### src/rtl/axi_lite_slave_regs_if.sv
// AXI4-Lite bus bundle between a master (sequencer / bench) and the register responder.
interface axi_lite_slave_regs_if;
  logic [31:0] S_AXI_AWADDR;
  logic        S_AXI_AWVALID;
  logic        S_AXI_AWREADY;
  logic [31:0] S_AXI_WDATA;
  logic [3:0]  S_AXI_WSTRB;
  logic        S_AXI_WVALID;
  logic        S_AXI_WREADY;
  logic [1:0]  S_AXI_BRESP;
  logic        S_AXI_BVALID;
  logic        S_AXI_BREADY;
  logic [31:0] S_AXI_ARADDR;
  logic        S_AXI_ARVALID;
  logic        S_AXI_ARREADY;
  logic [31:0] S_AXI_RDATA;
  logic [1:0]  S_AXI_RRESP;
  logic        S_AXI_RVALID;
  logic        S_AXI_RREADY;

  modport slave (
    input  S_AXI_AWADDR, S_AXI_AWVALID, S_AXI_WDATA, S_AXI_WSTRB, S_AXI_WVALID,
           S_AXI_BREADY, S_AXI_ARADDR, S_AXI_ARVALID, S_AXI_RREADY,
    output S_AXI_AWREADY, S_AXI_WREADY, S_AXI_BRESP, S_AXI_BVALID,
           S_AXI_ARREADY, S_AXI_RDATA, S_AXI_RRESP, S_AXI_RVALID
  );

  modport master (
    output S_AXI_AWADDR, S_AXI_AWVALID, S_AXI_WDATA, S_AXI_WSTRB, S_AXI_WVALID,
           S_AXI_BREADY, S_AXI_ARADDR, S_AXI_ARVALID, S_AXI_RREADY,
    input  S_AXI_AWREADY, S_AXI_WREADY, S_AXI_BRESP, S_AXI_BVALID,
           S_AXI_ARREADY, S_AXI_RDATA, S_AXI_RRESP, S_AXI_RVALID
  );
endinterface

### src/rtl/axi_lite_slave_regs.sv
// AXI4-Lite register bank responder: independent AW/W capture, byte strobes,
// OKAY/SLVERR responses, fully registered outputs.
module axi_lite_slave_regs #(
  parameter int NUM_REGS = 4,
  parameter int ADDR_LSB = 2
) (
  input  logic                  ACLK,
  input  logic                  ARESETn,
  axi_lite_slave_regs_if.slave  s_axi
);
  localparam int          IDX_W  = (NUM_REGS > 1) ? $clog2(NUM_REGS) : 1;
  localparam logic [31:0] LIMIT  = 32'(NUM_REGS * 4);
  localparam logic [1:0]  OKAY   = 2'b00;
  localparam logic [1:0]  SLVERR = 2'b10;

  logic [31:0] regs_q [NUM_REGS];
  logic [31:0] regs_d [NUM_REGS];
  logic        aw_held_q, aw_held_d, w_held_q, w_held_d;
  logic [31:0] awaddr_q, awaddr_d, wdata_q, wdata_d;
  logic [3:0]  wstrb_q, wstrb_d;
  logic        awready_q, awready_d, wready_q, wready_d, arready_q, arready_d;
  logic        bvalid_q, bvalid_d, rvalid_q, rvalid_d;
  logic [1:0]  bresp_q, bresp_d, rresp_q, rresp_d;
  logic [31:0] rdata_q, rdata_d;

  logic             aw_hs, w_hs, ar_hs, commit, wr_in_range, rd_in_range;
  logic [31:0]      wr_addr, wr_data;
  logic [3:0]       wr_strb;
  logic [IDX_W-1:0] wr_idx, rd_idx;

  always_comb begin
    regs_d    = regs_q;
    aw_held_d = aw_held_q;
    w_held_d  = w_held_q;
    awaddr_d  = awaddr_q;
    wdata_d   = wdata_q;
    wstrb_d   = wstrb_q;
    bvalid_d  = bvalid_q;
    bresp_d   = bresp_q;
    rvalid_d  = rvalid_q;
    rresp_d   = rresp_q;
    rdata_d   = rdata_q;

    aw_hs = s_axi.S_AXI_AWVALID & awready_q;
    w_hs  = s_axi.S_AXI_WVALID  & wready_q;
    ar_hs = s_axi.S_AXI_ARVALID & arready_q;

    // A handshake this cycle takes precedence; otherwise use the held copy.
    wr_addr = aw_hs ? s_axi.S_AXI_AWADDR : awaddr_q;
    wr_data = w_hs  ? s_axi.S_AXI_WDATA  : wdata_q;
    wr_strb = w_hs  ? s_axi.S_AXI_WSTRB  : wstrb_q;
    wr_idx  = wr_addr[ADDR_LSB +: IDX_W];
    wr_in_range = wr_addr < LIMIT;
    rd_idx  = s_axi.S_AXI_ARADDR[ADDR_LSB +: IDX_W];
    rd_in_range = s_axi.S_AXI_ARADDR < LIMIT;

    if (aw_hs) begin
      aw_held_d = 1'b1;
      awaddr_d  = s_axi.S_AXI_AWADDR;
    end
    if (w_hs) begin
      w_held_d = 1'b1;
      wdata_d  = s_axi.S_AXI_WDATA;
      wstrb_d  = s_axi.S_AXI_WSTRB;
    end

    if (bvalid_q && s_axi.S_AXI_BREADY) bvalid_d = 1'b0;

    commit = (aw_held_q | aw_hs) & (w_held_q | w_hs) & ~bvalid_q;
    if (commit) begin
      aw_held_d = 1'b0;
      w_held_d  = 1'b0;
      bvalid_d  = 1'b1;
      bresp_d   = wr_in_range ? OKAY : SLVERR;
      if (wr_in_range) begin
        for (int b = 0; b < 4; b++) begin
          if (wr_strb[b]) regs_d[wr_idx][8*b +: 8] = wr_data[8*b +: 8];
        end
      end
    end

    if (rvalid_q && s_axi.S_AXI_RREADY) rvalid_d = 1'b0;

    // Reads sample regs_q, so a same-edge write commit is not visible yet.
    if (ar_hs) begin
      rvalid_d = 1'b1;
      rdata_d  = rd_in_range ? regs_q[rd_idx] : 32'h0;
      rresp_d  = rd_in_range ? OKAY : SLVERR;
    end

    awready_d = ~aw_held_d & ~bvalid_d;
    wready_d  = ~w_held_d  & ~bvalid_d;
    arready_d = ~rvalid_d;
  end

  always_ff @(posedge ACLK or negedge ARESETn) begin
    if (!ARESETn) begin
      for (int i = 0; i < NUM_REGS; i++) regs_q[i] <= 32'h0;
      aw_held_q <= 1'b0;
      w_held_q  <= 1'b0;
      awaddr_q  <= 32'h0;
      wdata_q   <= 32'h0;
      wstrb_q   <= 4'h0;
      awready_q <= 1'b0;
      wready_q  <= 1'b0;
      arready_q <= 1'b0;
      bvalid_q  <= 1'b0;
      bresp_q   <= OKAY;
      rvalid_q  <= 1'b0;
      rresp_q   <= OKAY;
      rdata_q   <= 32'h0;
    end else begin
      regs_q    <= regs_d;
      aw_held_q <= aw_held_d;
      w_held_q  <= w_held_d;
      awaddr_q  <= awaddr_d;
      wdata_q   <= wdata_d;
      wstrb_q   <= wstrb_d;
      awready_q <= awready_d;
      wready_q  <= wready_d;
      arready_q <= arready_d;
      bvalid_q  <= bvalid_d;
      bresp_q   <= bresp_d;
      rvalid_q  <= rvalid_d;
      rresp_q   <= rresp_d;
      rdata_q   <= rdata_d;
    end
  end

  assign s_axi.S_AXI_AWREADY = awready_q;
  assign s_axi.S_AXI_WREADY  = wready_q;
  assign s_axi.S_AXI_BVALID  = bvalid_q;
  assign s_axi.S_AXI_BRESP   = bresp_q;
  assign s_axi.S_AXI_ARREADY = arready_q;
  assign s_axi.S_AXI_RVALID  = rvalid_q;
  assign s_axi.S_AXI_RDATA   = rdata_q;
  assign s_axi.S_AXI_RRESP   = rresp_q;
endmodule

### src/flat_wrapper.sv
// flat-port wrapper written by rule: the top's interface ports become plain ports
module axi_lite_slave_regs_flat 
#(
  parameter int NUM_REGS = 4,
  parameter int ADDR_LSB = 2
)
  (ACLK, ARESETn, s_axi_S_AXI_AWADDR, s_axi_S_AXI_AWVALID, s_axi_S_AXI_WDATA, s_axi_S_AXI_WSTRB, s_axi_S_AXI_WVALID, s_axi_S_AXI_BREADY, s_axi_S_AXI_ARADDR, s_axi_S_AXI_ARVALID, s_axi_S_AXI_RREADY, s_axi_S_AXI_AWREADY, s_axi_S_AXI_WREADY, s_axi_S_AXI_BRESP, s_axi_S_AXI_BVALID, s_axi_S_AXI_ARREADY, s_axi_S_AXI_RDATA, s_axi_S_AXI_RRESP, s_axi_S_AXI_RVALID);
  axi_lite_slave_regs_if s_axi_i ();
  input  logic ACLK;
  input  logic ARESETn;
  input wire logic [$bits(s_axi_i.S_AXI_AWADDR)-1:0] s_axi_S_AXI_AWADDR;
  input wire logic [$bits(s_axi_i.S_AXI_AWVALID)-1:0] s_axi_S_AXI_AWVALID;
  input wire logic [$bits(s_axi_i.S_AXI_WDATA)-1:0] s_axi_S_AXI_WDATA;
  input wire logic [$bits(s_axi_i.S_AXI_WSTRB)-1:0] s_axi_S_AXI_WSTRB;
  input wire logic [$bits(s_axi_i.S_AXI_WVALID)-1:0] s_axi_S_AXI_WVALID;
  input wire logic [$bits(s_axi_i.S_AXI_BREADY)-1:0] s_axi_S_AXI_BREADY;
  input wire logic [$bits(s_axi_i.S_AXI_ARADDR)-1:0] s_axi_S_AXI_ARADDR;
  input wire logic [$bits(s_axi_i.S_AXI_ARVALID)-1:0] s_axi_S_AXI_ARVALID;
  input wire logic [$bits(s_axi_i.S_AXI_RREADY)-1:0] s_axi_S_AXI_RREADY;
  output wire logic [$bits(s_axi_i.S_AXI_AWREADY)-1:0] s_axi_S_AXI_AWREADY;
  output wire logic [$bits(s_axi_i.S_AXI_WREADY)-1:0] s_axi_S_AXI_WREADY;
  output wire logic [$bits(s_axi_i.S_AXI_BRESP)-1:0] s_axi_S_AXI_BRESP;
  output wire logic [$bits(s_axi_i.S_AXI_BVALID)-1:0] s_axi_S_AXI_BVALID;
  output wire logic [$bits(s_axi_i.S_AXI_ARREADY)-1:0] s_axi_S_AXI_ARREADY;
  output wire logic [$bits(s_axi_i.S_AXI_RDATA)-1:0] s_axi_S_AXI_RDATA;
  output wire logic [$bits(s_axi_i.S_AXI_RRESP)-1:0] s_axi_S_AXI_RRESP;
  output wire logic [$bits(s_axi_i.S_AXI_RVALID)-1:0] s_axi_S_AXI_RVALID;
  assign s_axi_i.S_AXI_AWADDR = s_axi_S_AXI_AWADDR;
  assign s_axi_i.S_AXI_AWVALID = s_axi_S_AXI_AWVALID;
  assign s_axi_i.S_AXI_WDATA = s_axi_S_AXI_WDATA;
  assign s_axi_i.S_AXI_WSTRB = s_axi_S_AXI_WSTRB;
  assign s_axi_i.S_AXI_WVALID = s_axi_S_AXI_WVALID;
  assign s_axi_i.S_AXI_BREADY = s_axi_S_AXI_BREADY;
  assign s_axi_i.S_AXI_ARADDR = s_axi_S_AXI_ARADDR;
  assign s_axi_i.S_AXI_ARVALID = s_axi_S_AXI_ARVALID;
  assign s_axi_i.S_AXI_RREADY = s_axi_S_AXI_RREADY;
  assign s_axi_S_AXI_AWREADY = s_axi_i.S_AXI_AWREADY;
  assign s_axi_S_AXI_WREADY = s_axi_i.S_AXI_WREADY;
  assign s_axi_S_AXI_BRESP = s_axi_i.S_AXI_BRESP;
  assign s_axi_S_AXI_BVALID = s_axi_i.S_AXI_BVALID;
  assign s_axi_S_AXI_ARREADY = s_axi_i.S_AXI_ARREADY;
  assign s_axi_S_AXI_RDATA = s_axi_i.S_AXI_RDATA;
  assign s_axi_S_AXI_RRESP = s_axi_i.S_AXI_RRESP;
  assign s_axi_S_AXI_RVALID = s_axi_i.S_AXI_RVALID;
  axi_lite_slave_regs #(.NUM_REGS(NUM_REGS), .ADDR_LSB(ADDR_LSB)) u_core (.ACLK(ACLK), .ARESETn(ARESETn), .s_axi(s_axi_i));
endmodule
### config.mk
export PLATFORM = sky130hd
export DESIGN_NAME = axi_lite_slave_regs_flat
export DESIGN_NICKNAME = d
export VERILOG_FILES = /design/src/rtl/axi_lite_slave_regs_if.sv /design/src/rtl/axi_lite_slave_regs.sv /design/src/flat_wrapper.sv
export SDC_FILE = /design/constraint.sdc
export NUM_CORES = 1
export LEC_CHECK = 0
export CAP_MARGIN = 25
export CORE_ASPECT_RATIO = 1.5
export CORE_UTILIZATION = 45
export DETAILED_ROUTE_END_ITERATION = 12
export GPL_TIMING_DRIVEN = 1
export PLACE_DENSITY = 0.75
export SLEW_MARGIN = 20
export SYNTH_ARGS = -nofsm -noshare
export SYNTH_HDL_FRONTEND = slang
export SYNTH_SLANG_ARGS = --single-unit
### constraint.sdc
create_clock -name ACLK -period 2.9 [get_ports ACLK]
set_clock_uncertainty 0.1 [all_clocks]
set_input_delay 0.58 -clock ACLK [delete_from_list [all_inputs] [get_ports ACLK]]
set_output_delay 0.58 -clock ACLK [all_outputs]
set_load 0.02 [all_outputs]
==> run_results.csv <==
group,metric,value,unit
status,status,"complete, no violations",
route,drc_errors,0,
sta,drv_slew,0,
clock_tree,ctsResizeCount,0,
layout,diodes,0,
floorplan,ioPinCount,148,
place,place_area,12200,sq um
min_path,hold_path.class,"reg -> reg",
logic_synthesis,synthTopCellsByArea,"dfrtp_1 59%, mux2_2 18%, mux4_2 7.2%",
global_routing,grt_pass1_vias,6627,
route,wl_met1,8175,um
clock_tree,clock_sinks,235,
route,top_layer_used,"met4",
route,drt-pass1-iter-count,6,
route,drtAntennaViolNets,0,
clock_tree,post_cts_buffers,0,
sta,period_share,0.8911,
route,wl_per_cell,16.49,um
critical_path,worst_r2r_path_depth,6,
place,port_buffers,141,
logic_synthesis,yosysSeqAreaShare,0.5857,
global_routing,grt_max_degree,74,
critical_path,slowest_stage,"mux2_4",
sta,fmax,387.0,MHz
logic_synthesis,ys_seq_elements,235,
sta,totalNegativeSetupSlack,0,ns
critical_path,cp_num_cells,7,
logic_synthesis,ys.warnings.count,0,
place,place_hpwl,13920,um
global_routing,grt.total_usage,0.1857,
floorplan,core-area,21800,sq um
sta,post-route-min-period,2.584,ns
route,finalWirelength,19990,um
critical_path,cp_slowest_stage_delay,0.46,ns
layout,area_growth,28.91,%
min_path,holdPathStages,1,
critical_path,crit_family,"simple AND/OR/NAND/NOR gates",
layout,stdcell_area,12940,sq um
clock_tree,htreeDepth,1,
global_routing,grt_antenna_before_repair,0,
sta,holdWs,0.3598,ns
clock_tree,cts_buffers,22,
floorplan,start_util,0.4605,
sta,setup_violations,0,
logic_synthesis,synth_top_area_cell,"dfrtp_1",
logic_synthesis,syn_area_per_cell,13.68,sq um
layout,drive_gt1_frac,0.3202,
clock_tree,cts_root_buffer,"clkbuf_16",
critical_path,cp_max_fo,13,
power,p_leak,5.977,nW
route,routed-wl-met3,1176,um
floorplan,die_w,124.0,um
power,cellPowerDensity,657.4,nW/um^2
logic_synthesis,synthCells,734,
clock_tree,insertion_delay,0.50,ns
route,route.met2.wl,10290,um
floorplan,core.rowCount,66,
logic_synthesis,yosysTopAreaCellShare,0.5857,
clock_tree,cts_tree,"yes",
critical_path,cp.buffers_inverters,2,
clock_tree,cts_buffer_depth,3,
sta,finalHoldViolations,0,
power,peakVddDrop,548.9,uV
global_routing,grt_pass1_wl,33270,um
clock_tree,cts_hold_buf,1,
floorplan,dieArea,22920,sq um
sta,tightest_slew,0.5655,ns
logic_synthesis,synthDistinctLibCells,32,
route,first_iter_violations,270,
critical_path,startpoint_type,"input port",
logic_synthesis,synth-edff-count,0,
critical_path,path_cells,"clkdlybuf4s50_1 -> nor4_1 -> nand4_1 -> mux2_4 -> nor4_4 -> buf_12 -> mux2_2",
global_routing,grt-ovfl-total,0,
sta,slew_headroom,0.6230,
logic_synthesis,async_reset_ff_frac,1.000,
logic_synthesis,syn_area,10040,sq um
critical_path,worst_setup_path_end_kind,"flip-flop",
clock_tree,clk_pin_slew,0.06,ns
route,vias,6255,
critical_path,criticalPathCategory,"in -> reg",
place,gp_congestion,0.7416,
run,drv_cap,0,
sta,rsz0062_at_grt,"no",
critical_path,cp.required,3.17,ns
route,via_per_inst,5.161,
critical_path,arrival,2.86,ns
layout,nNetsFinal,1032,
logic_synthesis,ys.flop_type,"dfrtp_1",
floorplan,die_y,184.9,um
==> logic make-up (layout without fill, tap and decap cells) <==
group	after synthesis	count (layout)	synth area share
mux	198	198	0.2577
other cells	1	2	0.0003735
flops	235	235	0.5857
simple gates	191	191	0.1059
buf+inv	68	273	0.02866
compound gates	41	41	0.02156
==> synthesized netlist by cell type (all sizes together) (2+ instances only) <==
cell	instances
mux4	32
nor3b	5
buf	17
nand2	126
or2	2
nor4	31
dfrtp	235
nor2	6
or3	2
nand4	9
or4	2
mux2	161
mux2i	5
a21oi	2
o21ai	36
nor3	2
clkbuf	12
and3	2
and2	3
inv	39
==> metrics by stage <==
step	util	power (mW)	instances	setup WS, ns
floorplan	-	5.033	735	0.3768
global placement	0.5597	5.693	1172	-0.1513
detailed placement	0.5597	5.757	1172	-0.2232
CTS	0.5937	8.620	1212	0.2945
global route	0.5937	8.968	1212	0.1734
finish	0.5937	8.508	1212	0.3157
==> flip-flops by register name, indices dropped and copies added (netlist names), 4 cells and up <==
signal                    count
u_core.regs_q               128
u_core.s_axi.S_AXI_RDATA     32
u_core.wdata_q               32
u_core.awaddr_q              30
u_core.wstrb_q                4
==> placed cells by master (no fill, tap or decap), types with 3 or more instances in the layout <==
cell,n
dfrtp_1,235
nand4_1,9
buf_4,41
o21ai_0,33
mux4_2,32
inv_1,39
nor4_1,17
nand2_1,126
clkbuf_1,4
nor2_1,6
clkbuf_8,9
clkinv_2,3
clkdlybuf4s50_1,139
mux2_2,160
o21ai_1,3
mux2i_1,5
clkbuf_16,23
nor4_4,12
nor3b_1,5
buf_12,12
==> metal layers <==
| layer | GRT usage | vias up |
|---|---|---|
| met5 | 0 | - |
| met3 | 0.03356 | 24 |
| met2 | 0.3280 | 138 |
| met1 | 0.2319 | 3127 |
| met4 | 0.04810 | 0 |
| li1 | - | 2966 |
==> power breakdown <==
group	switching, mW	leakage [nW]	internal, mW
registers	0.209	3.13	3.77
logic	0.974	2.48	0.725
clock network	1.16	0.365	1.68
==> area by class of cell <==
| class | instances | area (sq um) |
|---|---|---|
| flip-flops and latches | 235 | 5881 |
| multi-input cells | 432 | 3876 |
| clock buffers | 36 | 714.4 |
| fillers | 1735 | 8859 |
| clock inverters | 3 | 15.01 |
| inverters | 39 | 146.4 |
| well taps | 272 | 340.3 |
| repair buffers | 195 | 1969 |
==> worst paths after layout <==
check                                             from                   endpoint  slack (ns)
worst max-delay path            s_axi_S_AXI_AWADDR[29]          u_core.regs_q[22]        0.32
worst max register to register     u_core.awaddr_q[31]          u_core.regs_q[22]        0.43
worst min-delay path                   u_core.w_held_q  u_core.s_axi.S_AXI_WREADY        0.36
min in group asynchronous                      ARESETn          u_core.wdata_q[5]        0.54
max in group asynchronous                      ARESETn          u_core.regs_q[83]        1.38
worst min register to register         u_core.w_held_q  u_core.s_axi.S_AXI_WREADY        0.36
Power figures use the tool's default switching activity.
